[src/rtl/lsu_pkg.sv]
// Shared types and helpers for the load/store memory port.
package lsu_pkg;

  typedef enum logic [1:0] {
    SIZE_B,
    SIZE_H,
    SIZE_W,
    SIZE_D
  } size_e;

  typedef enum logic [2:0] {
    IDLE,
    RREQ,
    RWAIT,
    WREQ,
    WWAIT,
    RESP,
    ERR
  } state_e;

  // Bytes touched by an access of the given size starting at byte offset off.
  function automatic logic [7:0] byte_mask(input size_e size, input logic [2:0] off);
    logic [7:0] m;
    unique case (size)
      SIZE_B: m = 8'h01;
      SIZE_H: m = 8'h03;
      SIZE_W: m = 8'h0f;
      SIZE_D: m = 8'hff;
    endcase
    return m << off;
  endfunction

  function automatic logic is_misaligned(input size_e size, input logic [2:0] off);
    logic mis;
    unique case (size)
      SIZE_B: mis = 1'b0;
      SIZE_H: mis = off[0];
      SIZE_W: mis = |off[1:0];
      SIZE_D: mis = |off;
    endcase
    return mis;
  endfunction

endpackage

[src/rtl/lsu_load_align.sv]
// Load lane extraction: shift the addressed bytes down, then sign/zero extend.
module lsu_load_align
  import lsu_pkg::*;
(
  input  logic [63:0] rdata,
  input  logic [2:0]  off,
  input  size_e       size,
  input  logic        uns,
  output logic [63:0] result
);

  logic [63:0] shifted;

  always_comb begin
    shifted = rdata >> {off, 3'b000};
    result  = shifted;
    unique case (size)
      SIZE_B: result = {{56{~uns & shifted[7]}}, shifted[7:0]};
      SIZE_H: result = {{48{~uns & shifted[15]}}, shifted[15:0]};
      SIZE_W: result = {{32{~uns & shifted[31]}}, shifted[31:0]};
      SIZE_D: result = shifted;
    endcase
  end

endmodule

[src/rtl/lsu_mem_port.sv]
// Load/store initiator for a single-port word memory with one-cycle response.
// Sub-doubleword stores are done as read-modify-write of the containing word.
module lsu_mem_port
  import lsu_pkg::*;
#(
  parameter int unsigned DATA_WIDTH = 64,
  parameter int unsigned ADDR_WIDTH = 16
) (
  input  logic                  clk,
  input  logic                  rst,
  input  logic                  req_valid,
  output logic                  req_ready,
  input  logic                  req_wen,
  input  logic [ADDR_WIDTH+2:0] req_addr,
  input  logic [1:0]            req_size,
  input  logic                  req_unsigned,
  input  logic [DATA_WIDTH-1:0] req_wdata,
  output logic                  resp_valid,
  output logic [DATA_WIDTH-1:0] resp_rdata,
  output logic                  resp_error,
  output logic                  mem_valid,
  output logic                  mem_wen,
  output logic [ADDR_WIDTH-1:0] mem_addr,
  output logic [DATA_WIDTH-1:0] mem_wdata,
  input  logic                  mem_rvalid,
  input  logic [DATA_WIDTH-1:0] mem_rdata
);

  state_e          state_q, state_d;
  logic            wen_q;
  logic [2:0]      off_q;
  size_e           size_q;
  logic            uns_q;
  logic [63:0]     wdata_q;

  size_e           req_size_e;
  logic            accept;
  logic            rd_done;
  logic [7:0]      mask;
  logic [63:0]     wdata_shifted;
  logic [63:0]     merged;
  logic [63:0]     load_data;

  assign req_size_e = size_e'(req_size);
  assign req_ready  = (state_q == IDLE);
  assign accept     = req_ready && req_valid;
  assign rd_done    = (state_q == RWAIT) && mem_rvalid;

  always_comb begin
    state_d = state_q;
    unique case (state_q)
      IDLE: begin
        if (req_valid) begin
          if (is_misaligned(req_size_e, req_addr[2:0])) begin
            state_d = ERR;
          end else if (req_wen && (req_size_e == SIZE_D)) begin
            state_d = WREQ;
          end else begin
            state_d = RREQ;
          end
        end
      end
      RREQ:  state_d = RWAIT;
      RWAIT: if (mem_rvalid) state_d = wen_q ? WREQ : RESP;
      WREQ:  state_d = WWAIT;
      WWAIT: if (mem_rvalid) state_d = RESP;
      RESP:  state_d = IDLE;
      ERR:   state_d = IDLE;
      default: state_d = IDLE;
    endcase
  end

  // Masked bytes come from the shifted store data, the rest from the old word.
  always_comb begin
    mask          = byte_mask(size_q, off_q);
    wdata_shifted = wdata_q << {off_q, 3'b000};
    merged        = '0;
    for (int i = 0; i < 8; i++) begin
      merged[8*i +: 8] = mask[i] ? wdata_shifted[8*i +: 8] : mem_rdata[8*i +: 8];
    end
  end

  lsu_load_align u_load_align (
    .rdata  (mem_rdata),
    .off    (off_q),
    .size   (size_q),
    .uns    (uns_q),
    .result (load_data)
  );

  always_ff @(posedge clk) begin
    if (!rst) begin
      state_q    <= IDLE;
      wen_q      <= 1'b0;
      off_q      <= '0;
      size_q     <= SIZE_B;
      uns_q      <= 1'b0;
      wdata_q    <= '0;
      mem_valid  <= 1'b0;
      mem_wen    <= 1'b0;
      mem_addr   <= '0;
      mem_wdata  <= '0;
      resp_valid <= 1'b0;
      resp_rdata <= '0;
      resp_error <= 1'b0;
    end else begin
      state_q    <= state_d;
      // Outputs are registered from the next state so they align with it.
      mem_valid  <= (state_d == RREQ) || (state_d == WREQ);
      mem_wen    <= (state_d == WREQ);
      resp_valid <= (state_d == RESP) || (state_d == ERR);
      resp_error <= (state_d == ERR);
      resp_rdata <= (rd_done && !wen_q) ? load_data : '0;

      if (accept) begin
        wen_q    <= req_wen;
        off_q    <= req_addr[2:0];
        size_q   <= req_size_e;
        uns_q    <= req_unsigned;
        wdata_q  <= req_wdata;
        mem_addr <= req_addr[ADDR_WIDTH+2:3];
        if (req_wen && (req_size_e == SIZE_D)) begin
          mem_wdata <= req_wdata;
        end
      end

      if (rd_done && wen_q) begin
        mem_wdata <= merged;
      end
    end
  end

endmodule

[config.mk]
export PLATFORM = sky130hd
export DESIGN_NAME = lsu_mem_port
export DESIGN_NICKNAME = d
export VERILOG_FILES = /design/src/rtl/lsu_pkg.sv /design/src/rtl/lsu_load_align.sv /design/src/rtl/lsu_mem_port.sv
export SDC_FILE = /design/constraint.sdc
export NUM_CORES = 1
export LEC_CHECK = 0
export CORE_ASPECT_RATIO = 2
export CORE_UTILIZATION = 40
export CTS_BUF_LIST = sky130_fd_sc_hd__clkbuf_4 sky130_fd_sc_hd__clkbuf_8
export DETAILED_ROUTE_END_ITERATION = 8
export DONT_BUFFER_PORTS = 1
export HOLD_SLACK_MARGIN = 0.05
export PLACE_DENSITY = 0.57
export SYNTH_ARGS = -nofsm -noshare
export SYNTH_HDL_FRONTEND = slang
export SYNTH_HIERARCHICAL = 1
export SYNTH_SLANG_ARGS = --single-unit
export TNS_END_PERCENT = 20
[constraint.sdc]
create_clock -name clk -period 2.5 [get_ports clk]
set_input_delay 0.625 -clock clk [delete_from_list [all_inputs] [get_ports clk]]
set_output_delay 0.625 -clock clk [all_outputs]
set_load 0.02 [all_outputs]
==> metrics.txt <==
status completed; GPL Wtd Cong 0.963; syn_area_per_cell 8.78 um2; reg-to-reg startpoint off_q[1]; CP Capture Point resp_rdata[18]; Nets 1583; min Tclk post-route 2290 ps; Clk network pwr share 30.6%; Final Hold Viols 0; Yosys reg bits 222; initial drt markers 742; clk root buf clkbuf_8; final hold slack 144 ps; via count 11098; Die Footprint 33100 um2; Max Cap Violations 0; slew margin rel. 49.4%; Initial Utilization 40.8%; Post-synth top flop dfxtp_1; clk slew on worst S/H paths 70 ps; HP Class in -> reg; DRT antenna net count 0; ys async rst share 0%; Post-synth EDFFs 0; Setup Buffers After CTS 0; Die H 256 um; core box area 31700 um2; layout cells sized above 1 16.8%; maximum vdd drop 0.417 mV; Setup Viol. Count Final 0; first-pass GRT wire length 72200 um; Clock Path Buffers 3; Max FO, Critical Path 36; CTS tree done; Post-Place Cells 1818; ranking of synthesized cells by area dfxtp_1 (34%), nand2_1 (9.6%), mux4_2 (8.9%); die width 129 um; library cells used by synthesis 58; total nets after synthesis 1627; Post-CTS Resized 0; most frequent cells in the layout nand2_1 (332), dfxtp_1 (219), mux2i_1 (97); H-tree depth 1; number of global-route vias before repair 11098; CP Capture Type flip-flop; GRT overflow 0; CP startpoint off_q[1]; area taken by multi-input logic gates 7780 um2; register area 4450 um2; DRC violations left 0; CTS sink count 222; Core Rows 92; pwr/cell area 752 nW/um2; sequential area share after synthesis 34.4%; hold_buf cts 0; WL/cell 26.4 um; switching pwr 0.00367 W; Internal 0.00692 W; Port-buffer cells 0; largest area contributor in the netlist dfxtp_1; Via-to-Cell Ratio 5.92; reg2reg path depth 5; Worst-Skew Late Latency 620 ps; RR Endpoint resp_rdata[18]; crit path DAT 2780 ps; Total GRT Usage 29.8%; RSZ-0062 raised after global routing false; Startpoint Class flip-flop; initial antenna violation count 1; Sw Share 34.7%; Filler Cell Count 3168; commonest non-fill, non-tap cell in the layout nand2_1; IO Pins 304; final slew viol count 0; critical setup path kind reg -> reg; max frequency 436 MHz; Post-Synthesis Cell Area 12900 um2; fin crit share 91.7%; Num CTS Buffers 31; Synth top area share 34.4%; Least-Margin Pin Slew 757 ps; first-pass detailed-route iteration total 5; setup TNS 0 ps; leakage 5.29 nW; FF-to-FF setup slack 210 ps; final std cells w/o fill 1874; largest net degree at the start of global routing 154; drt total wl 49400 um; Synth Instances 1472; Sequential Power Share 41.2%; final HPWL from detailed placement 38200 um; P&R area growth vs syn 9.04%; Clock Skews 30.1 ps; Crit path required time 2990 ps; YS warnings 6; Logic pwr share 28.2%
[metrics by stage]
step | setup WS [ps] | instance area (um2) | total power, W | utilization [%]
3_5_place_dp | 166 | 13400 | 0.00741 | 42.3
2_1_floorplan | 228 | 12900 | 0.00655 | -
5_1_grt | 168 | 14100 | 0.0111 | 44.5
3_3_place_gp | 174 | 13400 | 0.00737 | 42.3
4_1_cts | 277 | 14100 | 0.0107 | 44.5
6_report | 207 | 14100 | 0.0106 | 44.5
[logic make-up after synthesis]
family	count (synthesis)	synth area share, %
compound gates	301	16.5
xor+xnor	1	0.0678
buf+inv	145	5.70
flops	222	34.4
mux	180	19.5
simple gates	623	23.9
[worst min-delay path by stage]
stage / to / start / cells after the start / slack, ps
after floorplan: wdata_q[56] / wdata_q[56] / 2 / 440
after global placement: wdata_q[50] / wdata_q[50] / 2 / 470
after detailed placement: wdata_q[54] / wdata_q[54] / 2 / 490
after CTS: wdata_q[37] / req_wdata[37] / 2 / 120
after global routing: wdata_q[44] / req_wdata[44] / 2 / 130
final: wdata_q[19] / req_wdata[19] / 2 / 140
[power by group through the flow]
stage          Combinational, W  Sequential, W  Clock, W
3_5_place_dp            0.00297        0.00444         0
4_1_cts                 0.00298        0.00436   0.00333
5_1_grt                 0.00326        0.00439   0.00346
6_report                0.00299        0.00437   0.00324
2_1_floorplan           0.00233        0.00422         0
3_3_place_gp            0.00293        0.00444         0
[critical path: stages (launching register included)]
cell and delay [ps]:
dfxtp_4 670, buf_4 480, mux4_2 460, a22oi_1 270
nand3_1 110, and2_1 150
[sequential cells by signal, indices dropped and copies added, names as in the netlist]
| register | count |
|---|---|
| resp_rdata | 64 |
| mem_wdata | 64 |
| size_q | 2 |
| mem_valid | 1 |
| state_q | 3 |
| uns_q | 1 |
| wdata_q | 64 |
| off_q | 3 |
| resp_error | 1 |
| resp_valid | 1 |
| mem_wen | 1 |
| mem_addr | 16 |
| wen_q | 1 |
[synthesized netlist by cell type, types with 3 or more instances]
| cell type | count |
|---|---|
| a22oi_1 | 14 |
| buf_6 | 20 |
| a21o_1 | 3 |
| o22ai_1 | 8 |
| nand3_2 | 10 |
| a32o_1 | 7 |
| o211ai_1 | 18 |
| clkbuf_1 | 76 |
| o2bb2ai_1 | 15 |
| a21boi_0 | 87 |
| buf_1 | 8 |
| nand4_2 | 25 |
| nand4_1 | 9 |
| o21ai_0 | 29 |
| and2_1 | 68 |
| mux2_4 | 10 |
| nand3_1 | 47 |
| and3_1 | 24 |
| o21a_1 | 13 |
| mux2i_1 | 97 |
| nor2_1 | 52 |
| nand2_1 | 332 |
| mux2_2 | 13 |
| mux4_2 | 51 |
| nand2b_1 | 8 |
| inv_1 | 7 |
| a211o_1 | 8 |
| or3_1 | 7 |
| buf_2 | 34 |
| nor3_1 | 11 |
| a21oi_1 | 46 |
| nor3b_1 | 3 |
| a211oi_1 | 15 |
| mux2_1 | 8 |
| o2111a_1 | 8 |
| dfxtp_1 | 222 |
| o21ai_1 | 17 |
| nor2b_1 | 17 |
[layout make-up]
type                    instances  share of cell area (%)
repair buffers                 61                    4.14
diodes                          1                  0.0178
multi-input cells            1105                    55.2
flip-flops and latches        222                    31.6
clock buffers                  46                    4.18
well taps                     423                    3.76
inverters                       7                   0.186
clock inverters                 9                   0.897
[layer usage]
metal	share of wire, %	wire [um]	up-vias	track usage, %
met2	52	25500	496	53.4
met1	33	16400	5317	29.4
met4	7.4	3660	0	20.8
met5	0	0	-	0
met3	7.7	3820	146	7.24
li1	-	-	5139	-
No activity file was read; power rests on OpenSTA's default activity.
